==> src/rtl/game_pkg.sv <==
// Shared definitions for the memory-sequence game: state codes and hold defaults.
// Latency: n/a (package only).
// Backpressure: n/a (package only).
//
// Contents:
//   STATE_W          width of the controller state code (also drives the debug LEDs)
//   RESULT_HOLD_DEF  default minimum dwell in S_RESULT before enter is honoured
//   HOLD_W_DEF       default hold counter width (2**HOLD_W_DEF > RESULT_HOLD_DEF)
//   state_t          controller state encoding, shared with the datapath and LED map
package game_pkg;

  localparam int STATE_W         = 4;
  localparam int RESULT_HOLD_DEF = 16;
  localparam int HOLD_W_DEF      = 5;

  // Codes are fixed: the LED mapping and the datapath decode them directly.
  // Codes 9..15 are unused and are treated as illegal by the controller.
  typedef enum logic [STATE_W-1:0] {
    S_INIT   = 4'd0,
    S_SETUP  = 4'd1,
    S_PREP   = 4'd2,
    S_FPGA   = 4'd3,
    S_USER   = 4'd4,
    S_CHECK  = 4'd5,
    S_NEXT   = 4'd6,
    S_EVAL   = 4'd7,
    S_RESULT = 4'd8
  } state_t;

endpackage

==> src/rtl/btn_edge.sv <==
// Button conditioner: 2-flop synchronizer followed by a rising-edge pulse generator.
// Latency: pulse is high in the cycle after the 2nd clock edge that sees the raw level.
// Backpressure: none; one single-cycle pulse per rising edge of the raw button.
//
// Ports:
//   clk        sampling clock
//   rst_n      asynchronous active-low clear of all flops
//   btn_raw    raw active-high button, asynchronous to clk
//   btn_pulse  one-cycle pulse on each synchronized 0->1 transition
module btn_edge (
  input  logic clk,
  input  logic rst_n,
  input  logic btn_raw,
  output logic btn_pulse
);

  logic sync0_q, sync0_d;
  logic sync1_q, sync1_d;
  logic prev_q,  prev_d;

  always_comb begin
    sync0_d = btn_raw;
    sync1_d = sync0_q;
    prev_d  = sync1_q;
  end

  always_ff @(posedge clk or negedge rst_n) begin
    if (!rst_n) begin
      sync0_q <= 1'b0;
      sync1_q <= 1'b0;
      prev_q  <= 1'b0;
    end else begin
      sync0_q <= sync0_d;
      sync1_q <= sync1_d;
      prev_q  <= prev_d;
    end
  end

  // Only the metastability-safe stage feeds the detector.
  assign btn_pulse = sync1_q & ~prev_q;

endmodule

==> src/rtl/game_controller.sv <==
// Control FSM for the memory-sequence game; Moore outputs drive the datapath commands.
// Latency: outputs follow the state register directly; enter acts 2-3 cycles after its edge.
// Backpressure: none; status inputs are sampled every cycle, enter is gated by state/hold.
//
// Ports:
//   clock_50              system clock, rising edge
//   reset                 asynchronous active-low reset
//   enter                 raw player button (asynchronous)
//   end_fpga/end_user/end_time/win/match   datapath status
//   r1 r2                 game-level / round-level datapath resets
//   e1 e2 e3 e4           setup load / user entry / FPGA playback / round increment
//   sel                   display select: 1 = game status, 0 = result text
//   state_dbg             current state code
module game_controller
  import game_pkg::*;
#(
  parameter int RESULT_HOLD = RESULT_HOLD_DEF,
  // Must satisfy 2**HOLD_W > RESULT_HOLD so the saturation value is representable.
  parameter int HOLD_W      = HOLD_W_DEF
) (
  input  logic                clock_50,
  input  logic                reset,
  input  logic                enter,
  input  logic                end_fpga,
  input  logic                end_user,
  input  logic                end_time,
  input  logic                win,
  input  logic                match,
  output logic                r1,
  output logic                r2,
  output logic                e1,
  output logic                e2,
  output logic                e3,
  output logic                e4,
  output logic                sel,
  output logic [STATE_W-1:0]  state_dbg
);

  localparam logic [HOLD_W-1:0] HOLD_MAX = HOLD_W'(RESULT_HOLD);

  state_t              state_q, state_d;
  logic [HOLD_W-1:0]   hold_cnt_q, hold_cnt_d;
  logic                rls_q, rls_d;
  logic                enter_p;
  logic                hold_done;

  // ---------------------------------------------------------------------------
  // Enter button conditioning
  // ---------------------------------------------------------------------------
  btn_edge u_enter_edge (
    .clk       (clock_50),
    .rst_n     (reset),
    .btn_raw   (enter),
    .btn_pulse (enter_p)
  );

  // ---------------------------------------------------------------------------
  // Reset release
  // Reset asserts asynchronously, but the FSM only leaves S_INIT once this flop
  // has seen a clean edge with reset high. Together with the state register it
  // forms the two-stage release: first edge sets rls_q, second edge moves the FSM.
  // ---------------------------------------------------------------------------
  always_comb begin
    rls_d = 1'b1;
  end

  always_ff @(posedge clock_50 or negedge reset) begin
    if (!reset) begin
      rls_q <= 1'b0;
    end else begin
      rls_q <= rls_d;
    end
  end

  // ---------------------------------------------------------------------------
  // Result hold counter
  // Zero in every state except S_RESULT, so it is already 0 in the first
  // S_RESULT cycle regardless of which path led there.
  // ---------------------------------------------------------------------------
  assign hold_done = (hold_cnt_q == HOLD_MAX);

  always_comb begin
    hold_cnt_d = '0;
    if (state_q == S_RESULT) begin
      hold_cnt_d = hold_done ? hold_cnt_q : hold_cnt_q + 1'b1;
    end
  end

  always_ff @(posedge clock_50 or negedge reset) begin
    if (!reset) begin
      hold_cnt_q <= '0;
    end else begin
      hold_cnt_q <= hold_cnt_d;
    end
  end

  // ---------------------------------------------------------------------------
  // FSM state register
  // ---------------------------------------------------------------------------
  always_ff @(posedge clock_50 or negedge reset) begin
    if (!reset) begin
      state_q <= S_INIT;
    end else begin
      state_q <= state_d;
    end
  end

  // ---------------------------------------------------------------------------
  // Next state and Moore output decode
  // ---------------------------------------------------------------------------
  always_comb begin
    state_d = state_q;
    r1      = 1'b0;
    r2      = 1'b0;
    e1      = 1'b0;
    e2      = 1'b0;
    e3      = 1'b0;
    e4      = 1'b0;
    sel     = 1'b1;

    case (state_q)
      S_INIT: begin
        r1 = 1'b1;
        r2 = 1'b1;
        if (rls_q) begin
          state_d = S_SETUP;
        end
      end

      S_SETUP: begin
        e1 = 1'b1;
        if (enter_p) begin
          state_d = S_PREP;
        end
      end

      // Single-cycle round reset; playback only starts once it has been applied,
      // so r2 never overlaps e2/e3/e4.
      S_PREP: begin
        r2      = 1'b1;
        state_d = S_FPGA;
      end

      S_FPGA: begin
        e3 = 1'b1;
        if (end_fpga) begin
          state_d = S_USER;
        end
      end

      // A completed entry wins over a timeout arriving in the same cycle.
      S_USER: begin
        e2 = 1'b1;
        if (end_user) begin
          state_d = S_CHECK;
        end else if (end_time) begin
          state_d = S_RESULT;
        end
      end

      S_CHECK: begin
        state_d = match ? S_NEXT : S_RESULT;
      end

      S_NEXT: begin
        e4      = 1'b1;
        state_d = S_EVAL;
      end

      // win is sampled one cycle after the increment so it reflects the new count.
      S_EVAL: begin
        state_d = win ? S_RESULT : S_PREP;
      end

      S_RESULT: begin
        sel = 1'b0;
        if (enter_p && hold_done) begin
          state_d = S_INIT;
        end
      end

      // Unused codes recover through the game-level reset state.
      default: begin
        state_d = S_INIT;
      end
    endcase
  end

  assign state_dbg = state_q;

endmodule
==> config.mk <==
export PLATFORM = sky130hd
export DESIGN_NAME = game_controller
export DESIGN_NICKNAME = d
export VERILOG_FILES = /design/src/rtl/game_pkg.sv /design/src/rtl/btn_edge.sv /design/src/rtl/game_controller.sv
export SDC_FILE = /design/constraint.sdc
export NUM_CORES = 1
export LEC_CHECK = 0
export ABC_AREA = 1
export BUFFER_PORTS_ARGS = -buffer_cell sky130_fd_sc_hd__buf_2
export CAP_MARGIN = 20
export CORE_ASPECT_RATIO = 1.4
export CORE_MARGIN = 5
export CORE_UTILIZATION = 40
export CTS_BUF_LIST = sky130_fd_sc_hd__clkbuf_16
export CTS_CLUSTER_DIAMETER = 80
export DETAILED_ROUTE_END_ITERATION = 12
export PLACE_DENSITY = 0.62
export SLEW_MARGIN = 20
export SYNTH_ARGS = -nofsm -noshare
export SYNTH_HDL_FRONTEND = slang
export SYNTH_SLANG_ARGS = --single-unit
==> constraint.sdc <==
create_clock -name clock_50 -period 1.5 [get_ports clock_50]
set_input_delay 0.225 -clock clock_50 [delete_from_list [all_inputs] [get_ports clock_50]]
set_output_delay 0.225 -clock clock_50 [all_outputs]
set_load 0.02 [all_outputs]
* After elaboration in Yosys (flattened, before gate mapping)
Cells that the tools add are included.
** Word-level totals
- ROM bits :: 0
- Input port bits :: 8
- Memories kept :: 0
- Latch bits :: 0
- Output and inout port bits :: 11
- Register bits :: 13
- Logic and storage cells :: 46
- Memory bits (writable) :: 0
** Operators by class
- Multiply operators :: 0
- Add/sub/neg operators :: 1
- $lt $le $gt $ge :: 0
- Equal/unequal tests :: 15
- Shifts and indexed selects :: 0
- Reduce and logical (&&, ||, !) cells :: 4
- Div/mod/pow operators :: 0
- Bitwise logic cells :: 2
- Multiplexer cells :: 18
** Operators with widths (count)
- one-hot mux 4 bit (9 select lines) :: 1
- 2-to-1 mux 4 bit :: 8
- == test 4 x 3 -> 1 bit (second input constant) :: 4
- 2-to-1 mux 5 bit :: 2
- == test 4 x 2 -> 1 bit (second input constant) :: 2
- != test 2 bit (second input constant) :: 4
- 2-to-1 mux 1 bit :: 7
- adder 5 x 1 -> 5 bit (second input constant) :: 1
- == test 5 bit (second input constant) :: 1
- AND reduction 5 bit :: 1
- == test 4 x 1 -> 1 bit (second input constant) :: 1
- == test 4 bit (second input constant) :: 1
- zero test 4 bit :: 1
- != test 3 bit (second input constant) :: 1
- != test 2 x 1 -> 1 bit (second input constant) :: 1
- OR reduction 2 bit :: 1
- bitwise AND 1 bit :: 1
- logical AND 1 bit :: 1
- inverter 1 bit :: 1

* Logic depth before layout (Yosys ltp)
Gate-level depths: netlist of the first run.
- Depth in word-level cells :: 5
- Mapped depth :: 10
- Depth with buffers taken out :: 10

* Hierarchy
Synthesis of the first run repeated with hierarchy kept, for this count alone.
** Second synthesis, totals
- Cells, all modules :: 96
- Area, all modules :: 754.5 um^2
** Modules (own cells, without submodules)
- game_controller :: cells an instance 91, sequential area each 250.2 um^2, instances 1, area an instance 669.4 um^2
- btn_edge :: cells an instance 5, sequential area each 75.1 um^2, instances 1, area an instance 85.1 um^2

* Least setup slack after synthesis of the first run
OpenSTA, ideal clock, no wires.
- Path type :: register -> output
- Start point :: register state_q[1] (netlist: state_dbg[1])
- End point :: output port r1
- Path buffers :: 0
- Stages on the path, launching flop included :: 4
- Path slack :: 0.078 ns
- Required time :: 1.275 ns
- Data arrival time :: 1.197 ns
- Cell sequence :: dfrtp_1 -> nor2_2 -> inv_2 -> nor3_1
** Between the ends
- Word-level cells in the longest chain between the ends :: 2
** RTL lines
- start: declaration :: line game_controller.sv:41 : state_t state_q, state_d;
- start signal: assignment :: line game_controller.sv:104 : state_q <= state_d;
- zero test 4 bit :: line game_controller.sv:121 : case (state_q)
- 2-to-1 mux 1 bit :: line game_controller.sv:121
- end: declaration :: line game_controller.sv:29 : output logic r1,
Every way passes these cells.

* Worst setup path after layout of the first run
- Start point :: register state_q[0] (netlist: state_dbg[0])
- End point :: output port sel
** Between the ends
- Word-level cells in the longest chain between the ends :: 2
** RTL lines
- == test 4 bit :: line game_controller.sv:121
- 2-to-1 mux 1 bit :: line game_controller.sv:121
- end: declaration :: line game_controller.sv:35 : output logic sel,
Every way passes these cells.

==> flow_metrics.env, run 1 <==
export IMPL_outcome="completed"
export IMPL_place_port_buffers=18
export IMPL_hold_path_class="input pin to flop"
export IMPL_drive_above_1_share_pct=38.21
export IMPL_startpoint_type="flop"
export IMPL_antenna_found_initial=0
export IMPL_crit_family="flip-flops"
export IMPL_critPathSlowestCell="dfrtp_2"
export IMPL_synth_ff_type="dfrtp_1"
export IMPL_syn_inst=97
export IMPL_period_share_pct=96.87
export IMPL_die_h_um=61.64
export IMPL_crit_cells=5
export IMPL_clockRootBuffer="clkbuf_16"
export IMPL_finalClockSkew_ns=0.0007944
export IMPL_rr_endpoint="state_dbg[1]$_DFFE_PN0P_"
export IMPL_die_w_um=46.89
export IMPL_cts_made_buffers=3
export IMPL_dpl_hpwl_mm=1.226
export IMPL_start_util_pct=42.29
export IMPL_routed_wl_mm=1.528
export IMPL_fin_total_pwr_uw=2012
export IMPL_min_period_ns=1.453
export IMPL_critPathLaunch="state_dbg[0]$_DFFE_PN0P_"
export IMPL_powerDensity_nw_per_um2=1980
export IMPL_post_place_ws_ns=0.2117
export IMPL_grt_pass1_wl_mm=2.539
export IMPL_yosysWarnings=0
export IMPL_gp_congestion=0.8138
export IMPL_crit_path_max_incr_delay_ns=0.43
export IMPL_grtUsageTotal_pct=12.89
export IMPL_critPathBufInv=3
export IMPL_worstPathCellList="nor2_4 -> inv_2 -> nor2_4 -> inv_2 -> buf_2"
export IMPL_cts_tree="built"
export IMPL_final_nets=134
export IMPL_ir_worst_vdd_mv=1.077
export IMPL_path_max_fanout=4
export IMPL_die_area_um2=2890
export IMPL_drv_slew=0
export IMPL_setup_reg_to_reg_worst_slack_ns=0.20
export IMPL_syn_area_um2=762.0
export IMPL_critPathRequiredTime_ns=1.27
export IMPL_synth_distinct_cells=20
export IMPL_synth_edf_count=0
export IMPL_synth_area_per_cell_um2=7.855
export IMPL_syn_to_final_growth_pct=33.33
export IMPL_cts_sinks=13
export IMPL_htreeDepth=1
export IMPL_grt_pass1_vias=640
export IMPL_finalSetupViolations=0
export IMPL_wl_per_cell_um=10.69
export IMPL_r2r_cells=9
export IMPL_synth_seq_area_share_pct=42.69
export IMPL_final_antenna_net_count=0
export IMPL_antennaDiodeCount=0
export IMPL_num_vias=684
export IMPL_maxCapViolCount=0
export IMPL_drt_iter0_markers=7
export IMPL_finalHoldViolations=0
export IMPL_grt_max_degree=14
export IMPL_dr_pass1_iters=4
export IMPL_synth_nets=107
export IMPL_fmax_ghz=0.6882
export IMPL_worst_slack_ns=0.04701
export IMPL_ys_seq_elements=13
export IMPL_path_clk_slew_ns=0.04
export IMPL_io_pin_count=19
export IMPL_power_leakage_uw=0.0005507
export IMPL_grt_overflow_total=0
export IMPL_r2r_start="state_dbg[0]$_DFFE_PN0P_"
export IMPL_synthArstFlopShare_pct=100.0
export IMPL_path_class="flop to primary output"
export IMPL_crit_path_end_kind="primary output"
export IMPL_cp_endpoint="sel"
export IMPL_clk_latency_ns=0.23
export IMPL_avgViaCountPerCell=4.783
export IMPL_cts_buffer_depth=2
export IMPL_critPathArrivalTime_ns=1.23
export IMPL_core_area_um2=1802
export IMPL_rows=18
export IMPL_drc=0
==> layout make-up <==
| cell class | instances | area, um2 |
|---|---|---|
| timing repair buffer | 22 | 125.1 |
| clock inverter | 1 | 3.754 |
| multi-input combinational | 65 | 385.4 |
| sequential | 13 | 330.3 |
| tap | 20 | 25.02 |
| fill | 162 | 785.8 |
| inverter | 19 | 71.32 |
| clock buffer | 3 | 75.07 |
==> placed cells by master (no fill, tap or decap), drive strengths merged <==
cell,synthesis,final
or3,1,1
nor3b,1,1
nand2,23,23
nor3,1,1
nand3b,2,2
ha,2,2
dfrtp,13,13
clkbuf,0,3
o211ai,2,2
and2,1,1
a21oi,5,5
nand3,10,10
inv,19,20
nor2,12,12
conb,1,1
dlygate4sd3,0,1
buf,0,21
o21ai,4,4
==> logic make-up (layout without fill, tap and decap cells) <==
logic type / count (synthesis) / after routing / synth area share [%]
compound gates: 11 / 11 / 7.881
fa+ha+maj: 2 / 2 / 3.284
buf+inv: 19 / 45 / 9.359
flops: 13 / 13 / 42.69
other cells: 1 / 1 / 0.4921
simple gates: 51 / 51 / 36.29
==> Yosys cell counts, types with 2 or more instances <==
cell      count  area (um2)
inv_2         4       15.01
nand2_2       4       25.02
o211ai_1      2       15.01
inv_1        15       56.30
nor2_4        3       33.78
nand3_1       8       40.04
nand3_2       2       20.02
nor2_1        6       22.52
nand2_1      19       71.32
o21ai_0       4       20.02
nor2_2        3       18.77
ha_1          2       25.02
a21oi_1       5       25.02
dfrtp_1      13       325.3
nand3b_1      2       15.01
==> what timing repair did <==
action                                  4_1_cts  5_1_grt
endpoints found under the setup margin        2        7
endpoints found under the hold margin        13        0
gates resized for setup                       2        8
pin swaps                                     0        2
buffers inserted                              0        3
hold buffers                                  1        0
==> sequential cells by signal, summed over array words and instances (netlist names) <==
name	cells
u_enter_edge.prev_d	1
u_enter_edge.prev_q	1
state_dbg	4
u_enter_edge.sync0_q	1
rls_q	1
hold_cnt_q	5
==> worst reg2reg max path, stage by stage, from the launching register on <==
cell and delay, ns:
dfrtp_2 0.43, nor2_4 0.15, inv_2 0.07, nor2_4 0.13, buf_4 0.13, nand2_2 0.06, nand2_2 0.07, nor2_4 0.04
nand2_1 0.06, nand2_1 0.05
==> metrics by stage <==
step            TNS [ns]  utilization [%]  area [um2]  cells  hold WS [ns]
2_1_floorplan          0                -       762.0     97      -0.07059
3_3_place_gp           0            48.68       877.1    135        0.1206
3_5_place_dp           0            48.68       877.1    135        0.1235
4_1_cts         -0.01124            53.96       972.2    140       0.09001
5_1_grt        -0.007447            56.39        1016    143       0.09411
6_report               0            56.39        1016    143       0.09523
==> worst min-delay path by stage <==
stage,start,end,depth (start not counted)
3_3_place_gp,reset,rls_q$_DFF_PN0_,1
3_5_place_dp,reset,rls_q$_DFF_PN0_,1
6_report,enter,u_enter_edge.sync0_q$_DFF_PN0_,1
2_1_floorplan,reset,hold_cnt_q[0]$_DFFE_PN0P_,0
5_1_grt,enter,u_enter_edge.sync0_q$_DFF_PN0_,1
4_1_cts,enter,u_enter_edge.sync0_q$_DFF_PN0_,1
==> per-layer routing <==
layer,track usage [%],vias up,wire length [um]
met5,0,-,0
met4,10.67,0,27
met3,1.754,2,126
met2,21.75,25,801
met1,13.71,297,572
li1,-,360,-
==> power breakdown <==
group / switching [uW] / leakage, uW / internal, uW
Combinational: 644 / 0.000346 / 377
Sequential: 96.1 / 0.000163 / 422
Clock: 124 / 0.0000423 / 349
(Power assumes the default switching activity.)
==> inputs of run 2 (changes only) <==
--- a/config.mk
+++ b/config.mk
@@ -11,7 +11,6 @@
 export CORE_ASPECT_RATIO = 1.4
 export CORE_MARGIN = 5
 export CORE_UTILIZATION = 40
-export CTS_BUF_LIST = sky130_fd_sc_hd__clkbuf_16
 export CTS_CLUSTER_DIAMETER = 80
 export DETAILED_ROUTE_END_ITERATION = 12
 export PLACE_DENSITY = 0.62
==> run 2 against run 1 <==
- final area is 1.4% higher
- flip-flop and latch count unchanged
- global-route usage increased by 0.18 points
- critical path type unchanged
- die area unchanged
- sequential share of layout area is 0.43 points lower
- critical path depth unchanged
- first-iteration DRC count down 14%
- register-to-register slack got worse by 0.11 ns
- power fell by 6.2%
- highest routed layer unchanged
- final cell count up 4.2%
- clock power down 58%
- largest cell class unchanged
- utilization grew 0.76 points
==> flow_metrics.env, run 2 (synthesis gave the netlist of run 1 again) <==
export IMPL_fin_total_pwr_uw=1887
export IMPL_powerDensity_nw_per_um2=1833
export IMPL_final_nets=140
export IMPL_cts_made_buffers=3
export IMPL_drc=0
export IMPL_grt_overflow_total=0
export IMPL_antenna_found_initial=0
export IMPL_r2r_cells=10
export IMPL_cts_tree="built"
export IMPL_path_class="flop to primary output"
export IMPL_dpl_hpwl_mm=1.226
export IMPL_num_vias=704
export IMPL_nFillCells=166
export IMPL_startpoint_type="flop"
export IMPL_die_w_um=46.89
export IMPL_rows=18
export IMPL_grtUsageTotal_pct=13.06
export IMPL_min_to="u_enter_edge.sync0_q$_DFF_PN0_"
export IMPL_grt_pass1_vias=650
export IMPL_power_leakage_uw=0.0005575
export IMPL_dr_pass1_iters=4
export IMPL_finalClockSkew_ns=0.001788
export IMPL_clk_latency_ns=0.26
export IMPL_clockRootBuffer="clkbuf_4"
export IMPL_path_max_fanout=5
export IMPL_largest_reg_flops=5
export IMPL_avgViaCountPerCell=4.725
export IMPL_drive_above_1_share_pct=44.19
export IMPL_antennaDiodeCount=0
export IMPL_die_area_um2=2890
export IMPL_cts_buffer_depth=2
export IMPL_grt_max_degree=14
export IMPL_period_share_pct=97.28
export IMPL_rsz0062_at_grt="yes"
export IMPL_die_h_um=61.64
export IMPL_io_pin_count=19
export IMPL_min_period_ns=1.459
export IMPL_hold_path_class="input pin to flop"
export IMPL_gp_congestion=0.8138
export IMPL_layout_common_cells="nand2_1, inv_1, buf_2, buf_4, dfrtp_1"
export IMPL_regArea_um2=330.3
export IMPL_finalHoldViolations=0
export IMPL_setup_reg_to_reg_worst_slack_ns=0.09
export IMPL_drv_slew=0
export IMPL_cts_sinks=13
export IMPL_path_clk_slew_ns=0.07
export IMPL_whs_ns=0.06364
export IMPL_final_common_cell="nand2_1"
export IMPL_critPathRequiredTime_ns=1.27
export IMPL_ir_worst_vdd_mv=0.8023
export IMPL_critPathArrivalTime_ns=1.23
export IMPL_finalSetupViolations=0
export IMPL_crit_path_end_kind="primary output"
export IMPL_start_util_pct=42.29
export IMPL_wl_per_cell_um=10.94
export IMPL_rr_endpoint="state_dbg[1]$_DFFE_PN0P_"
export IMPL_fmax_ghz=0.6853
export IMPL_routed_wl_mm=1.630
export IMPL_outcome="completed"
export IMPL_multi_input_area_um2=392.9
export IMPL_grt_pass1_wl_mm=2.628
export IMPL_syn_to_final_growth_pct=35.14
export IMPL_maxCapViolCount=0
export IMPL_drt_iter0_markers=6
export IMPL_whs_path_depth=1
export IMPL_regMostFlops="hold_cnt_q"
export IMPL_final_antenna_net_count=0
export IMPL_r2r_start="state_dbg[1]$_DFFE_PN0P_"
export IMPL_dpl_cell_area_um2=877.1
export IMPL_place_port_buffers=18
export IMPL_htreeDepth=1
export IMPL_fin_area_um2=1030
export IMPL_core_area_um2=1802
export IMPL_holdCritStartpoint="enter"
## run 2: changes by cell type in the layout (fill, tap and decap cells not counted)
cell	change
and2_1	-1
and2_4	+1
buf_2	-4
clkbuf_4	+3
buf_6	+1
inv_1	-2
nand2_1	-2
clkbuf_1	+1
buf_4	+9
inv_2	+1
clkbuf_16	-3
nand2_2	+2
## run 2: power breakdown
group / internal [uW] / total (uW) / switching [uW] / leakage [uW]
Combinational: 484 / 1170 / 686 / 0.000380
Sequential: 420 / 516 / 96.6 / 0.000163
Clock: 103 / 200 / 97.7 / 0.0000150
## run 2: worst max-delay path by stage
| stage | slack (ns) | from | depth (start not counted) | end |
|---|---|---|---|---|
| detailed placement | 0.21 | state_dbg[1]$_DFFE_PN0P_ | 5 | sel |
| global placement | 0.24 | state_dbg[1]$_DFFE_PN0P_ | 5 | sel |
| global route | -0.04 | state_dbg[1]$_DFFE_PN0P_ | 6 | e3 |
| CTS | -0.008 | state_dbg[0]$_DFFE_PN0P_ | 4 | e1 |
| finish | 0.04 | state_dbg[1]$_DFFE_PN0P_ | 5 | sel |
| floorplan | 0.08 | state_dbg[1]$_DFFE_PN0P_ | 3 | r1 |
## run 2: timing repair
item	4_1_cts	5_1_grt
setup buffers	3	6
setup endpoints to repair	5	7
hold buffers	1	0
pin swaps	1	4
resized for setup	4	15
hold endpoints to repair	13	0
## run 2: final cells by class
cell class              count  share of cell area [%]
repair buffers             28                   17.86
flip-flops and latches     13                   32.08
inverters                  19                   6.926
well taps                  20                   2.430
multi-input cells          65                   38.15
clock buffers               4                   2.552
## run 2: metrics by stage
step                      utilization, %  setup TNS [ns]  setup WS (ns)  instances
after detailed placement           48.68               0         0.2117        135
after CTS                          52.64       -0.008325      -0.008325        143
after global placement             48.68               0         0.2361        135
final                              57.15               0        0.04081        149
after floorplan                        -               0        0.07843         97
after global routing               57.15        -0.06686       -0.03748        149
## run 2: metal layers
metal | global-route usage, % | share of wire (%)
met5 | 0 | 0
met3 | 2.632 | 7.1
met4 | 7.115 | 1.1
met2 | 22.91 | 53
met1 | 14.26 | 39
## run 2: critical path, cell delays in order (launching register included)
cell	delay, ns
dfrtp_2	0.46
nor2_4	0.16
inv_2	0.07
nor2_4	0.10
inv_2	0.05
buf_6	0.12
==> inputs of run 3 (changes only) <==
--- a/config.mk
+++ b/config.mk
@@ -8,12 +8,11 @@
 export ABC_AREA = 1
 export BUFFER_PORTS_ARGS = -buffer_cell sky130_fd_sc_hd__buf_2
 export CAP_MARGIN = 20
-export CORE_ASPECT_RATIO = 1.4
 export CORE_MARGIN = 5
-export CORE_UTILIZATION = 40
+export CORE_UTILIZATION = 50
 export CTS_CLUSTER_DIAMETER = 80
 export DETAILED_ROUTE_END_ITERATION = 12
-export PLACE_DENSITY = 0.62
+export PLACE_DENSITY = 0.75
 export SLEW_MARGIN = 20
 export SYNTH_ARGS = -nofsm -noshare
 export SYNTH_HDL_FRONTEND = slang
==> run 3 against run 2 <==
- via count grew 1.4%
- utilization increased by 12 points
- critical path depth unchanged
- clock skew is 0.00099 ns higher
- clock-buffer cell count fell by 1
- fmax up 0.80%
- worst setup slack better by 0.012 ns
- die area is 17% lower
==> flow_metrics.env, run 3 (synthesis gave the netlist of run 1 again) <==
export IMPL_antennaDiodeCount=0
export IMPL_power_leakage_uw=0.0005575
export IMPL_syn_to_final_growth_pct=33.99
export IMPL_utilization_pct=69.39
export IMPL_htreeDepth=1
export IMPL_r2r_start="state_dbg[0]$_DFFE_PN0P_"
export IMPL_clk_latency_ns=0.27
export IMPL_die_w_um=49.04
export IMPL_start_util_pct=51.79
export IMPL_final_antenna_net_count=0
export IMPL_powerDensity_nw_per_um2=1852
export IMPL_grt_max_degree=14
export IMPL_dp_cells=131
export IMPL_gp_congestion=0.7471
export IMPL_io_pin_count=19
export IMPL_crit_family="flip-flops"
export IMPL_cts_sinks=13
export IMPL_grt_overflow_total=0
export IMPL_finalHoldViolations=0
export IMPL_critPathArrivalTime_ns=1.22
export IMPL_routed_wl_mm=1.667
export IMPL_die_area_um2=2404
export IMPL_final_nets=140
export IMPL_num_vias=714
export IMPL_setup_reg_to_reg_worst_slack_ns=0.22
export IMPL_dpl_hpwl_mm=1.164
export IMPL_critPathLaunch="state_dbg[0]$_DFFE_PN0P_"
export IMPL_min_period_ns=1.448
export IMPL_fin_total_pwr_uw=1891
export IMPL_rsz0062_at_grt="yes"
export IMPL_place_port_buffers=18
export IMPL_fin_area_um2=1021
export IMPL_clockRootBuffer="clkbuf_4"
export IMPL_cts_tree="built"
export IMPL_path_class="flop to primary output"
export IMPL_regMostFlops="hold_cnt_q"
export IMPL_largest_reg_flops=5
export IMPL_startpoint_type="flop"
export IMPL_final_common_cell="nand2_1"
export IMPL_dpl_cell_area_um2=872.1
export IMPL_wl_per_cell_um=11.50
export IMPL_layout_common_cells="nand2_1, inv_1, buf_2, buf_4, dfrtp_1"
export IMPL_hold_path_class="input pin to flop"
export IMPL_final_cell_count_no_fill=145
export IMPL_avgViaCountPerCell=4.924
export IMPL_finalClockSkew_ns=0.002774
export IMPL_drc=0
export IMPL_grtUsageTotal_pct=15.44
export IMPL_critPathRequiredTime_ns=1.27
export IMPL_drv_slew=0
export IMPL_ir_worst_vdd_mv=1.016
export IMPL_grt_pass1_wl_mm=2.898
export IMPL_cts_buffer_depth=2
export IMPL_drt_iter0_markers=13
export IMPL_crit_path_max_incr_delay_ns=0.45
export IMPL_core_area_um2=1471
export IMPL_period_share_pct=96.51
export IMPL_cts_made_buffers=3
export IMPL_grt_pass1_vias=683
export IMPL_crit_path_end_kind="primary output"
export IMPL_finalSetupViolations=0
export IMPL_drive_above_1_share_pct=43.41
export IMPL_critPathBufInv=3
export IMPL_antenna_found_initial=0
export IMPL_fmax_ghz=0.6908
export IMPL_holdCritStartpoint="enter"
export IMPL_critPathSlowestCell="dfrtp_2"
export IMPL_path_max_fanout=4
export IMPL_outcome="completed"
export IMPL_path_clk_slew_ns=0.07
export IMPL_die_h_um=49.04
export IMPL_worstPathCellList="nor2_4 -> inv_2 -> nor2_4 -> inv_2 -> buf_6"
export IMPL_dr_pass1_iters=4
export IMPL_rows=14
export IMPL_maxCapViolCount=0
==> run 3: cell count changes in the layout (fill, tap and decap cells not counted), sizes merged <==
cell | previous run | this run
clkinv | 0 | 1
clkbuf | 4 | 3
==> run 3: cell type report <==
class	count	area (um2)
well taps	16	20.02
inverters	19	71.32
clock buffers	3	22.52
fillers	128	450.4
multi-input cells	65	387.9
flip-flops and latches	13	330.3
clock inverters	1	5.005
repair buffers	28	183.9
==> run 3: layer usage <==
layer / track usage [%] / vias to the layer above / share of wire [%]
met5: 0 / - / 0
met4: 5.381 / 0 / 1.9
met3: 5.505 / 4 / 4.4
met2: 26.30 / 18 / 51
met1: 17.62 / 326 / 42
li1: - / 366 / -
==> run 3: path summary, 6_finish.rpt <==
kind | cells past startpoint | endpoint
worst max-delay path | 5 | sel
worst min-delay path | 1 | u_enter_edge.sync0_q$_DFF_PN0_
worst max register to register | 9 | state_dbg[0]$_DFFE_PN0P_
worst min register to register | 0 | u_enter_edge.prev_d$_DFF_PN0_
max in group asynchronous | 2 | state_dbg[2]$_DFFE_PN0P_
min in group asynchronous | 2 | hold_cnt_q[0]$_DFFE_PN0P_
==> run 3: worst reg2reg max path, cell delays in order, from the launching register on <==
cell     delay, ns
dfrtp_2       0.45
nor2_4        0.16
inv_2         0.07
nor2_4        0.10
buf_4         0.13
nand2_2       0.06
nand2_2       0.07
nor2_4        0.04
nand2_1       0.05
nand2_1       0.05
==> run 3: where the power goes <==
part	internal (uW)	total, uW	leakage [uW]	switching (uW)
Clock	98.8	203	0.0000177	104
Combinational	482	1180	0.000377	693
Sequential	420	513	0.000163	93.2
Total	1000	1890	0.000557	890
==> run 3: per-stage QoR <==
stage	setup TNS (ns)	setup slack, ns	hold slack [ns]
2_1_floorplan	0	0.07843	-0.07059
3_3_place_gp	0	0.2667	0.1182
3_5_place_dp	0	0.2360	0.1201
4_1_cts	-0.01058	-0.01058	0.04458
5_1_grt	-0.07887	-0.03282	0.03898
6_report	0	0.05240	0.05408
==> run 3: what timing repair did <==
item,in CTS,in global routing
gates resized for setup,8,9
pin swaps,2,5
setup buffers,3,6
endpoints found under the hold margin,13,0
hold buffers,1,0
endpoints found under the setup margin,5,7
